$ cat config.mk
export PLATFORM = sky130hd
export DESIGN_NAME = pipeline_hazard_ctrl_flat
export DESIGN_NICKNAME = d
export VERILOG_FILES = /design/src/rtl/pipeline_hazard_ctrl_pkg.sv /design/src/rtl/pipeline_hazard_ctrl_if.sv /design/src/rtl/pipeline_hazard_ctrl_dmem_wait_fsm.sv /design/src/rtl/pipeline_hazard_ctrl.sv /design/src/flat_wrapper.sv
export SDC_FILE = /design/constraint.sdc
export NUM_CORES = 1
export LEC_CHECK = 0
export ABC_AREA = 1
export BUFFER_PORTS_ARGS = -buffer_cell sky130_fd_sc_hd__buf_4
export CORE_MARGIN = 3
export CORE_UTILIZATION = 40
export CTS_BUF_LIST = sky130_fd_sc_hd__clkbuf_4
export DETAILED_ROUTE_END_ITERATION = 10
export GPL_ROUTABILITY_DRIVEN = 0
export PLACE_DENSITY_LB_ADDON = 0.08
export SYNTH_ARGS = -nofsm -noshare
export SYNTH_HDL_FRONTEND = slang
export SYNTH_SLANG_ARGS = --single-unit
export TNS_END_PERCENT = 10
$ cat constraint.sdc
create_clock -name clk -period 3.6 [get_ports clk]
set_input_delay 0.9 -clock clk [delete_from_list [all_inputs] [get_ports clk]]
set_output_delay 0.9 -clock clk [all_outputs]
set_load 0.1 [all_outputs]
$ cat src/rtl/pipeline_hazard_ctrl_pkg.sv
// Shared types and constants for the pipeline stall/flush controller.
// The FSM encodings and REG_ZERO match the values used by the other pipeline blocks.
package pipeline_hazard_ctrl_pkg;

  localparam logic [1:0] M_IDLE   = 2'd0;
  localparam logic [1:0] M_WAIT   = 2'd1;
  localparam logic [1:0] M_ERR    = 2'd2;
  localparam logic [4:0] REG_ZERO = 5'd0;

  typedef struct packed {
    logic [4:0] IFIDRs1;
    logic [4:0] IFIDRs2;
    logic       IFIDUseRs1;
    logic       IFIDUseRs2;
    logic       IDEXMemRead;
    logic [4:0] IDEXRegRd;
    logic       EXRedirect;
    logic       EXMEMMemRead;
    logic       EXMEMMemWrite;
    logic       DMemReady;
  } haz_req_t;

  typedef struct packed {
    logic DMemReq;
    logic PCStall;
    logic IFIDStall;
    logic IDEXStall;
    logic EXMEMStall;
    logic MEMWBStall;
    logic IFIDFlush;
    logic IDEXFlush;
    logic EXMEMFlush;
    logic MEMWBFlush;
  } haz_rsp_t;

  function automatic logic src_hit(input logic use_src, input logic [4:0] src,
                                   input logic [4:0] rd);
    return use_src && (src == rd);
  endfunction

endpackage

$ cat src/rtl/pipeline_hazard_ctrl_if.sv
// Hazard bus between the pipeline and its stall/flush controller.
// The controller (master) owns rsp; the pipeline (slave) owns req.
interface pipeline_hazard_ctrl_if;
  import pipeline_hazard_ctrl_pkg::*;

  haz_req_t req;
  haz_rsp_t rsp;

  modport master (input req, output rsp);
  modport slave  (output req, input rsp);
endinterface

$ cat src/rtl/pipeline_hazard_ctrl_dmem_wait_fsm.sv
// Tracks consecutive data-memory wait cycles and latches a sticky timeout error.
// wcnt holds the number of wait cycles already completed in the current access.
module dmem_wait_fsm
  import pipeline_hazard_ctrl_pkg::*;
#(
  parameter int MEM_TIMEOUT = 16
) (
  input  logic       clk,
  input  logic       rst,
  input  logic       memop,
  input  logic       dmem_ready,
  output logic [1:0] state,
  output logic       mem_error
);

  localparam int WCNT_W = (MEM_TIMEOUT < 1) ? 1 : $clog2(MEM_TIMEOUT + 1);

  logic [WCNT_W-1:0] wcnt;
  logic              last_wait;

  // The cycle currently waiting is number wcnt+1; once that reaches the
  // limit, it is the final stalled cycle and the next edge declares timeout.
  assign last_wait = (32'(wcnt) + 32'd1) >= MEM_TIMEOUT;

  always_ff @(posedge clk) begin
    if (rst) begin
      state     <= M_IDLE;
      wcnt      <= '0;
      mem_error <= 1'b0;
    end else begin
      case (state)
        M_IDLE: begin
          if (memop && !dmem_ready) begin
            if (last_wait) begin
              state     <= M_ERR;
              mem_error <= 1'b1;
            end else begin
              state <= M_WAIT;
              wcnt  <= WCNT_W'(1);
            end
          end
        end
        M_WAIT: begin
          if (!memop || dmem_ready) begin
            state <= M_IDLE;
            wcnt  <= '0;
          end else if (last_wait) begin
            state     <= M_ERR;
            mem_error <= 1'b1;
          end else begin
            wcnt <= wcnt + WCNT_W'(1);
          end
        end
        M_ERR: state <= M_ERR;
        default: begin
          state <= M_IDLE;
          wcnt  <= '0;
        end
      endcase
    end
  end

endmodule

$ cat src/rtl/pipeline_hazard_ctrl.sv
// Central stall/flush controller: load-use, EX redirects and DMem wait handling,
// plus saturating hazard counters. All stall/flush outputs are combinational.
module pipeline_hazard_ctrl
  import pipeline_hazard_ctrl_pkg::*;
#(
  parameter int MEM_TIMEOUT = 16,
  parameter int CNT_W       = 32
) (
  input  logic                    clk,
  input  logic                    rst,
  pipeline_hazard_ctrl_if.master  hz,
  output logic                    MemError,
  output logic [CNT_W-1:0]        LoadUseCnt,
  output logic [CNT_W-1:0]        MemWaitCnt,
  output logic [CNT_W-1:0]        RedirectCnt
);

  haz_req_t   req;
  haz_rsp_t   rsp;
  logic [1:0] state;
  logic       memop, dmem_req, memwait, loaduse;
  logic       win_mw, win_rd, win_lu;

  assign req = hz.req;

  assign memop    = req.EXMEMMemRead | req.EXMEMMemWrite;
  assign dmem_req = !rst && memop && (state != M_ERR);
  assign memwait  = dmem_req && !req.DMemReady;
  assign loaduse  = req.IDEXMemRead && (req.IDEXRegRd != REG_ZERO) &&
                    (src_hit(req.IFIDUseRs1, req.IFIDRs1, req.IDEXRegRd) ||
                     src_hit(req.IFIDUseRs2, req.IFIDRs2, req.IDEXRegRd));

  dmem_wait_fsm #(.MEM_TIMEOUT(MEM_TIMEOUT)) u_fsm (
    .clk        (clk),
    .rst        (rst),
    .memop      (memop),
    .dmem_ready (req.DMemReady),
    .state      (state),
    .mem_error  (MemError)
  );

  always_comb begin
    rsp    = '0;
    win_mw = 1'b0;
    win_rd = 1'b0;
    win_lu = 1'b0;
    if (rst) begin
      rsp.IFIDFlush  = 1'b1;
      rsp.IDEXFlush  = 1'b1;
      rsp.EXMEMFlush = 1'b1;
      rsp.MEMWBFlush = 1'b1;
    end else if (state == M_ERR) begin
      rsp.PCStall    = 1'b1;
      rsp.IFIDStall  = 1'b1;
      rsp.IDEXStall  = 1'b1;
      rsp.EXMEMStall = 1'b1;
      rsp.MEMWBStall = 1'b1;
    end else if (memwait) begin
      // Redirect/load-use sources are frozen here and re-evaluate on release.
      win_mw         = 1'b1;
      rsp.PCStall    = 1'b1;
      rsp.IFIDStall  = 1'b1;
      rsp.IDEXStall  = 1'b1;
      rsp.EXMEMStall = 1'b1;
      rsp.MEMWBFlush = 1'b1;
    end else if (req.EXRedirect) begin
      win_rd        = 1'b1;
      rsp.IFIDFlush = 1'b1;
      rsp.IDEXFlush = 1'b1;
    end else if (loaduse) begin
      win_lu        = 1'b1;
      rsp.PCStall   = 1'b1;
      rsp.IFIDStall = 1'b1;
      rsp.IDEXFlush = 1'b1;
    end
    rsp.DMemReq = dmem_req;
  end

  assign hz.rsp = rsp;

  always_ff @(posedge clk) begin
    if (rst) begin
      LoadUseCnt  <= '0;
      MemWaitCnt  <= '0;
      RedirectCnt <= '0;
    end else begin
      if (win_lu && (LoadUseCnt  != '1)) LoadUseCnt  <= LoadUseCnt  + CNT_W'(1);
      if (win_mw && (MemWaitCnt  != '1)) MemWaitCnt  <= MemWaitCnt  + CNT_W'(1);
      if (win_rd && (RedirectCnt != '1)) RedirectCnt <= RedirectCnt + CNT_W'(1);
    end
  end

endmodule

$ cat src/flat_wrapper.sv
// flat-port wrapper written by rule: the top's interface ports become plain ports
module pipeline_hazard_ctrl_flat import pipeline_hazard_ctrl_pkg::*;
#(
  parameter int MEM_TIMEOUT = 16,
  parameter int CNT_W       = 32
)
  (clk, rst, MemError, LoadUseCnt, MemWaitCnt, RedirectCnt, hz_req, hz_rsp);
  pipeline_hazard_ctrl_if hz_i ();
  input  logic clk;
  input  logic rst;
  output logic MemError;
  output logic [CNT_W-1:0] LoadUseCnt;
  output logic [CNT_W-1:0] MemWaitCnt;
  output logic [CNT_W-1:0] RedirectCnt;
  input wire logic [$bits(hz_i.req)-1:0] hz_req;
  output wire logic [$bits(hz_i.rsp)-1:0] hz_rsp;
  assign hz_i.req = hz_req;
  assign hz_rsp = hz_i.rsp;
  pipeline_hazard_ctrl #(.MEM_TIMEOUT(MEM_TIMEOUT), .CNT_W(CNT_W)) u_core (.clk(clk), .rst(rst), .hz(hz_i), .MemError(MemError), .LoadUseCnt(LoadUseCnt), .MemWaitCnt(MemWaitCnt), .RedirectCnt(RedirectCnt));
endmodule
== Word-level counts from Yosys, hierarchy flattened ==
Index checks and enable logic that the tools add are counted.
Operators by class
  add/sub/neg operators: 5
  magnitude comparators: 1
  equal/unequal tests: 13
  mux-type cells: 39
  bitwise operators: 2
  reduce and logical (&&, ||, !) cells: 22
Operators by type and width (count)
  32-bit by 1-bit adder with 32-bit output (second input constant): 3
  32-bit != test (second input constant): 3
  32-bit by 5-bit >= comparator with 1-bit output (second input constant): 1
  5-bit 2-to-1 mux: 5
  2-bit 2-to-1 mux: 11
  1-bit 2-to-1 mux: 19
  5-bit case mux with 3 select lines: 1
  1-bit logical AND: 11
  5-bit == test: 2
  2-bit != test (second input constant): 4
  5-bit by 1-bit adder with 6-bit output (second input constant): 1
  3-bit != test (second input constant): 2
  2-bit case mux with 3 select lines: 1
  5-bit by 1-bit adder with 5-bit output (second input constant): 1
  5-bit nonzero test: 1
  4-bit 2-to-1 mux: 1
  4-bit AND reduction: 1
  1-bit zero test: 3
  3-bit AND reduction: 1
  2-bit by 1-bit == test with 1-bit output (second input constant): 1
  2-bit == test (second input constant): 1
  2-bit zero test: 1
  1-bit logical OR: 2
  1-bit case mux with 2 select lines: 1
  other kinds (4): 4
Storage, ports and cells
  register bits after elaboration: 104
  output and inout bits: 107

== Longest topological paths before layout ==
  word-level depth: 10
  mapped depth: 14
  mapped depth without buffers: 13

== Hierarchy ==
From an unflattened synthesis, not the netlist that was laid out.
Unflattened totals
  cell total of the unflattened synthesis: 1122
  area, all modules: 6889.1 um^2
Modules (own cells, without submodules)
  pipeline_hazard_ctrl: times used 1, cells an instance 1063, area an instance 6442.4 um^2, sequential area each 1921.8 um^2
  dmem_wait_fsm: times used 1, cells an instance 59, area an instance 446.7 um^2, sequential area each 160.2 um^2

== Worst setup path before layout ==
OpenSTA, ideal clock, no wires.
  kind: input port to output port
  start: in hz_req[1]
  end: out hz_rsp[8]
  data arrival time: 3966 ps
  required time: 2700 ps
  slack: -1266 ps
  stages: 9
  path buffers: 1
  cell sequence: nor2_2 nor2_1 nand3_2 nand2_1 inv_1 a21oi_1 inv_1 a21oi_1 buf_4
On the way
  cells in the longest elaborated chain, start to end: 7
Ends and longest elaborated chain
  start: declaration: RTL line flat_wrapper.sv:15  | input wire logic [$bits(hz_i.req)-1:0] hz_req;
  1-bit OR: RTL line pipeline_hazard_ctrl.sv:26  | assign memop = req.EXMEMMemRead | req.EXMEMMemWrite;
  1-bit logical AND (2 in series): RTL line pipeline_hazard_ctrl.sv:27  | assign dmem_req = !rst && memop && (state != M_ERR);
  1-bit logical AND: RTL line pipeline_hazard_ctrl.sv:28  | assign memwait = dmem_req && !req.DMemReady;
  2-bit 2-to-1 mux: RTL line pipeline_hazard_ctrl.sv:58  | end else if (memwait) begin
  4-bit 2-to-1 mux: RTL line pipeline_hazard_ctrl.sv:52  | end else if (state == M_ERR) begin
  5-bit 2-to-1 mux: RTL line pipeline_hazard_ctrl.sv:47  | if (rst) begin
  end: declaration: RTL line flat_wrapper.sv:16  | output wire logic [$bits(hz_i.rsp)-1:0] hz_rsp;
No other way between the ends.

== Worst setup path in the final report ==
  start: in hz_req[1]
  end: out hz_rsp[3]
On the way
  cells in the longest elaborated chain, start to end: 7
Ends and longest elaborated chain (RTL line)
  1-bit OR: pipeline_hazard_ctrl.sv:26
  1-bit logical AND (2 in series): pipeline_hazard_ctrl.sv:27
  1-bit logical AND: pipeline_hazard_ctrl.sv:28
  2-bit 2-to-1 mux: pipeline_hazard_ctrl.sv:58
  2-bit 2-to-1 mux: pipeline_hazard_ctrl.sv:52
  2-bit 2-to-1 mux: pipeline_hazard_ctrl.sv:47
No other way between the ends.

==> run summary <==
The flow ran to the end, and the final reports show no timing, DRC or antenna violations. The finished cells cover 7591 um^2. Global routing used 19.54% of the available tracks. Input and output buffers added on the ports amount to 130. The number of cells upsized or downsized after cts is 0.

In this run the mean area of a mapped cell was 6.247 um^2. The cell count after synthesis came out at 1018. Row generation in the floorplan step produced 45 rows. The count of different cell masters after synthesis came out at 45. After floorplanning, the core was sized to cover 15370 um^2.

The most used flip-flop cell after synthesis is dfxtp_1. Counting flops and latches in the post-synthesis netlist gives 104. Max-cap violations in this run came to 0. The total clock buffers created by CTS came out at 9. For the worst setup path, the data arrival time is 2170 ps. The cell area reported after detailed placement came out at 7438 um^2. From synthesis to final layout, the design area changed by 19.36%. Wires add up to 17.03 mm.

The routed via count is 6414. The sink count of the clock tree is 104. The utilization of the core after routing came out at 49.39%.

Counting both buffers and inverters, the worst setup path holds a total of 4. The number of max-slew violations in the final report is 0. The post-synthesis async set-or-reset flop share is 0%.

The clock insertion delay at the later pin of the skew report came out at 480 ps. Using the TritonRoute via totals, the vias-per-cell ratio works out to 4.762. The number of design rule violations left after detail routing is 0. The initial antenna violation count came to 0. The number of nets in the finished design is 1160. The wire-length estimate of the detail-placed layout is 12.69 mm. The worst hold margin came out at 476.3 ps. The final number of hold-violating endpoints was 0. The portion of the post-synthesis area used by sequential elements is 32.74%. The number of diodes is 0.

No sink is reached through more buffers than the 2 on the longest clock path. The Yosys step of the flow raised 0 warnings. The hold-fix buffer count after cts is 0. The detailed router finished its first iteration with 335 violations. The share of Yosys cell area claimed by the top area cell type is 32.74%.

The pre-antenna-repair detailed-routing pass consisted of 5 iterations. In this run the power density over the cells is 270.7 nW/um^2. The leakage component of the power came out at 0.003324 uW. IR analysis of the VDD net gives a maximum drop of 0.1328 mV. The die is 132.1 um tall. Setup repair after global routing left no endpoint under its margin. When the netlist entered floorplanning its net count stood at 1046. The final critical delay including setup and external delays came out at 3073 ps. The maximum net fanout on the critical path came out at 4. The post-synthesis instance area is 6360 um^2. The maximum level of the CTS H-tree came out at 3. The pin count of the biggest net entering global routing came out at 68.

The synthesized design contains 0 enable-type register cells. The critical path is of the input pin to primary output type. The final global-route overflow total is 0. The clock root buffer is clkbuf_4.

The final worst-path cycle share is 85.36%. After clock tree synthesis, the clock-pin slew on the worst setup and hold paths is 160 ps. The worst stage delay on the critical path came out at 310 ps.

For flop-to-flop paths, the worst setup slack is 1190 ps. Ranked by total cell area, the synthesized netlist is headed by dfxtp_1, nand2_1, nor2_1. The share of cells above drive strength 1 is 16.99%.

The kind of cell with the highest combined delay along the critical path is buffers and inverters. The kind of start point of the critical path is an input pin. The die area is 17450 um^2. In the post-synthesis netlist, the cell with the most instances is nand2_1. TritonCTS built the clock tree. The worst setup path is captured at a primary output.

The signal on the critical path passes through buf_4 -> nor2_2 -> nor2_1 -> nand3_2 -> nand2_1 -> inv_1 -> a21oi_1 -> inv_1 -> buf_4. For the final database, setup skew stands at 15.37 ps. The path category of the worst min-delay check is register to register.

Setup violations remaining at the end of the flow were counted as 0. In this run the horizontal extent of the chip is 132.1 um. The highest attainable clock frequency is 325.4 MHz. The number of global-route vias before repair came out at 5851.

The number of top-level pins is 131. After synthesis, the most frequently instantiated cells are nand2_1, nor2_1, inv_1. The relative slew slack is 52.68%. The slowest stage of the critical path belongs to the cell buf_4. The post-detailed-route wirelength per cell is 12.65 um. The measured slew at the worst slew-check pin came out at 709.8 ps.

The effective utilization at floorplan is 41.38%. The number of setup buffers added after CTS is 0. The global-route wire length before repair is 28.59 mm. Of all cell types, the one taking the most synthesized area is dfxtp_1. For the worst setup path, the data required time is 2700 ps.

The antenna violation net count after detailed routing is 0.
==> path summary, 6_finish.rpt <==
| kind | depth (start not counted) | startpoint | to |
|---|---|---|---|
| setup reg to reg | 11 | u_core.MemWaitCnt[0] | u_core.MemWaitCnt[6] |
| setup / recovery | 9 | hz_req[1] | hz_rsp[3] |
| hold reg to reg | 2 | u_core.u_fsm.wcnt[4] | u_core.u_fsm.wcnt[4] |
| hold / removal | 2 | u_core.u_fsm.wcnt[4] | u_core.u_fsm.wcnt[4] |
==> report_power, final <==
group	total, uW	switching, uW	internal [uW]
Sequential	1160	6.19	1160
Clock	691	399	292
Combinational	201	149	52.5
Total	2060	554	1500
==> worst reg2reg max path, stage by stage, from the launching register on <==
cell and delay [ps]:
dfxtp_1 440, ha_1 230, nand2_1 100, nor2_4 150, nand2_2 100, nor2_2 140
nand2_1 100, nand2_2 340, inv_2 330, nand2_1 210, a21oi_1 80, o21a_1 110
==> layout by cell type (no fill, tap or decap), drive strengths merged, types with 2 or more instances in the layout <==
master	count
nand2	329
nor2	150
buf	134
inv	132
dfxtp	104
a21oi	61
nand3	55
nor3	40
o21ai	27
xor2	26
nand4	24
clkbuf	11
xnor2	8
nor3b	5
nand3b	5
ha	4
nor4	3
a31oi	3
clkinv	3
o21a	2
bufinv	2
==> cell type report <==
cell class / count / area [um^2]
Clock buffer: 11 / 82.58
Clock inverter: 4 / 70.07
Fill cell: 1655 / 7780
Inverter: 133 / 499.2
Multi-Input combinational cell: 750 / 3575
Sequential cell: 104 / 2082
Tap cell: 211 / 264.0
Timing Repair Buffer: 134 / 1018
==> metrics by stage <==
step	power, uW	setup TNS [ps]	worst slack (ps)	cells
2_1_floorplan	1335	-370.9	-300.0	1018
3_3_place_gp	1389	0	534.5	1332
3_5_place_dp	1390	0	513.2	1332
4_1_cts	2086	0	506.0	1347
5_1_grt	2144	0	344.2	1347
6_report	2055	0	527.1	1347
==> sequential cells by signal (all words and copies together) (netlist names) <==
register                count
u_core.LoadUseCnt          32
u_core.u_fsm.state          2
u_core.MemWaitCnt          32
u_core.RedirectCnt         32
u_core.u_fsm.mem_error      1
u_core.u_fsm.wcnt           5
==> metal layers <==
| layer | vias to the layer above | GRT usage [%] | wire length [um] |
|---|---|---|---|
| li1 | 3424 | - | - |
| met3 | 19 | 3.893 | 890 |
| met2 | 153 | 30.79 | 7484 |
| met5 | - | 0 | 0 |
| met1 | 2818 | 27.36 | 8396 |
| met4 | 0 | 5.193 | 263 |
==> cells by family after synthesis <==
family	synth area share [%]
DFF	32.74
xor gates and xnor gates	4.682
buffers and inverters	11.27
adders and majority gates	0.7870
AOI/OAI and AO/OA	8.027
and+or+nand+nor	42.49
Power figures use the tool's default switching activity.
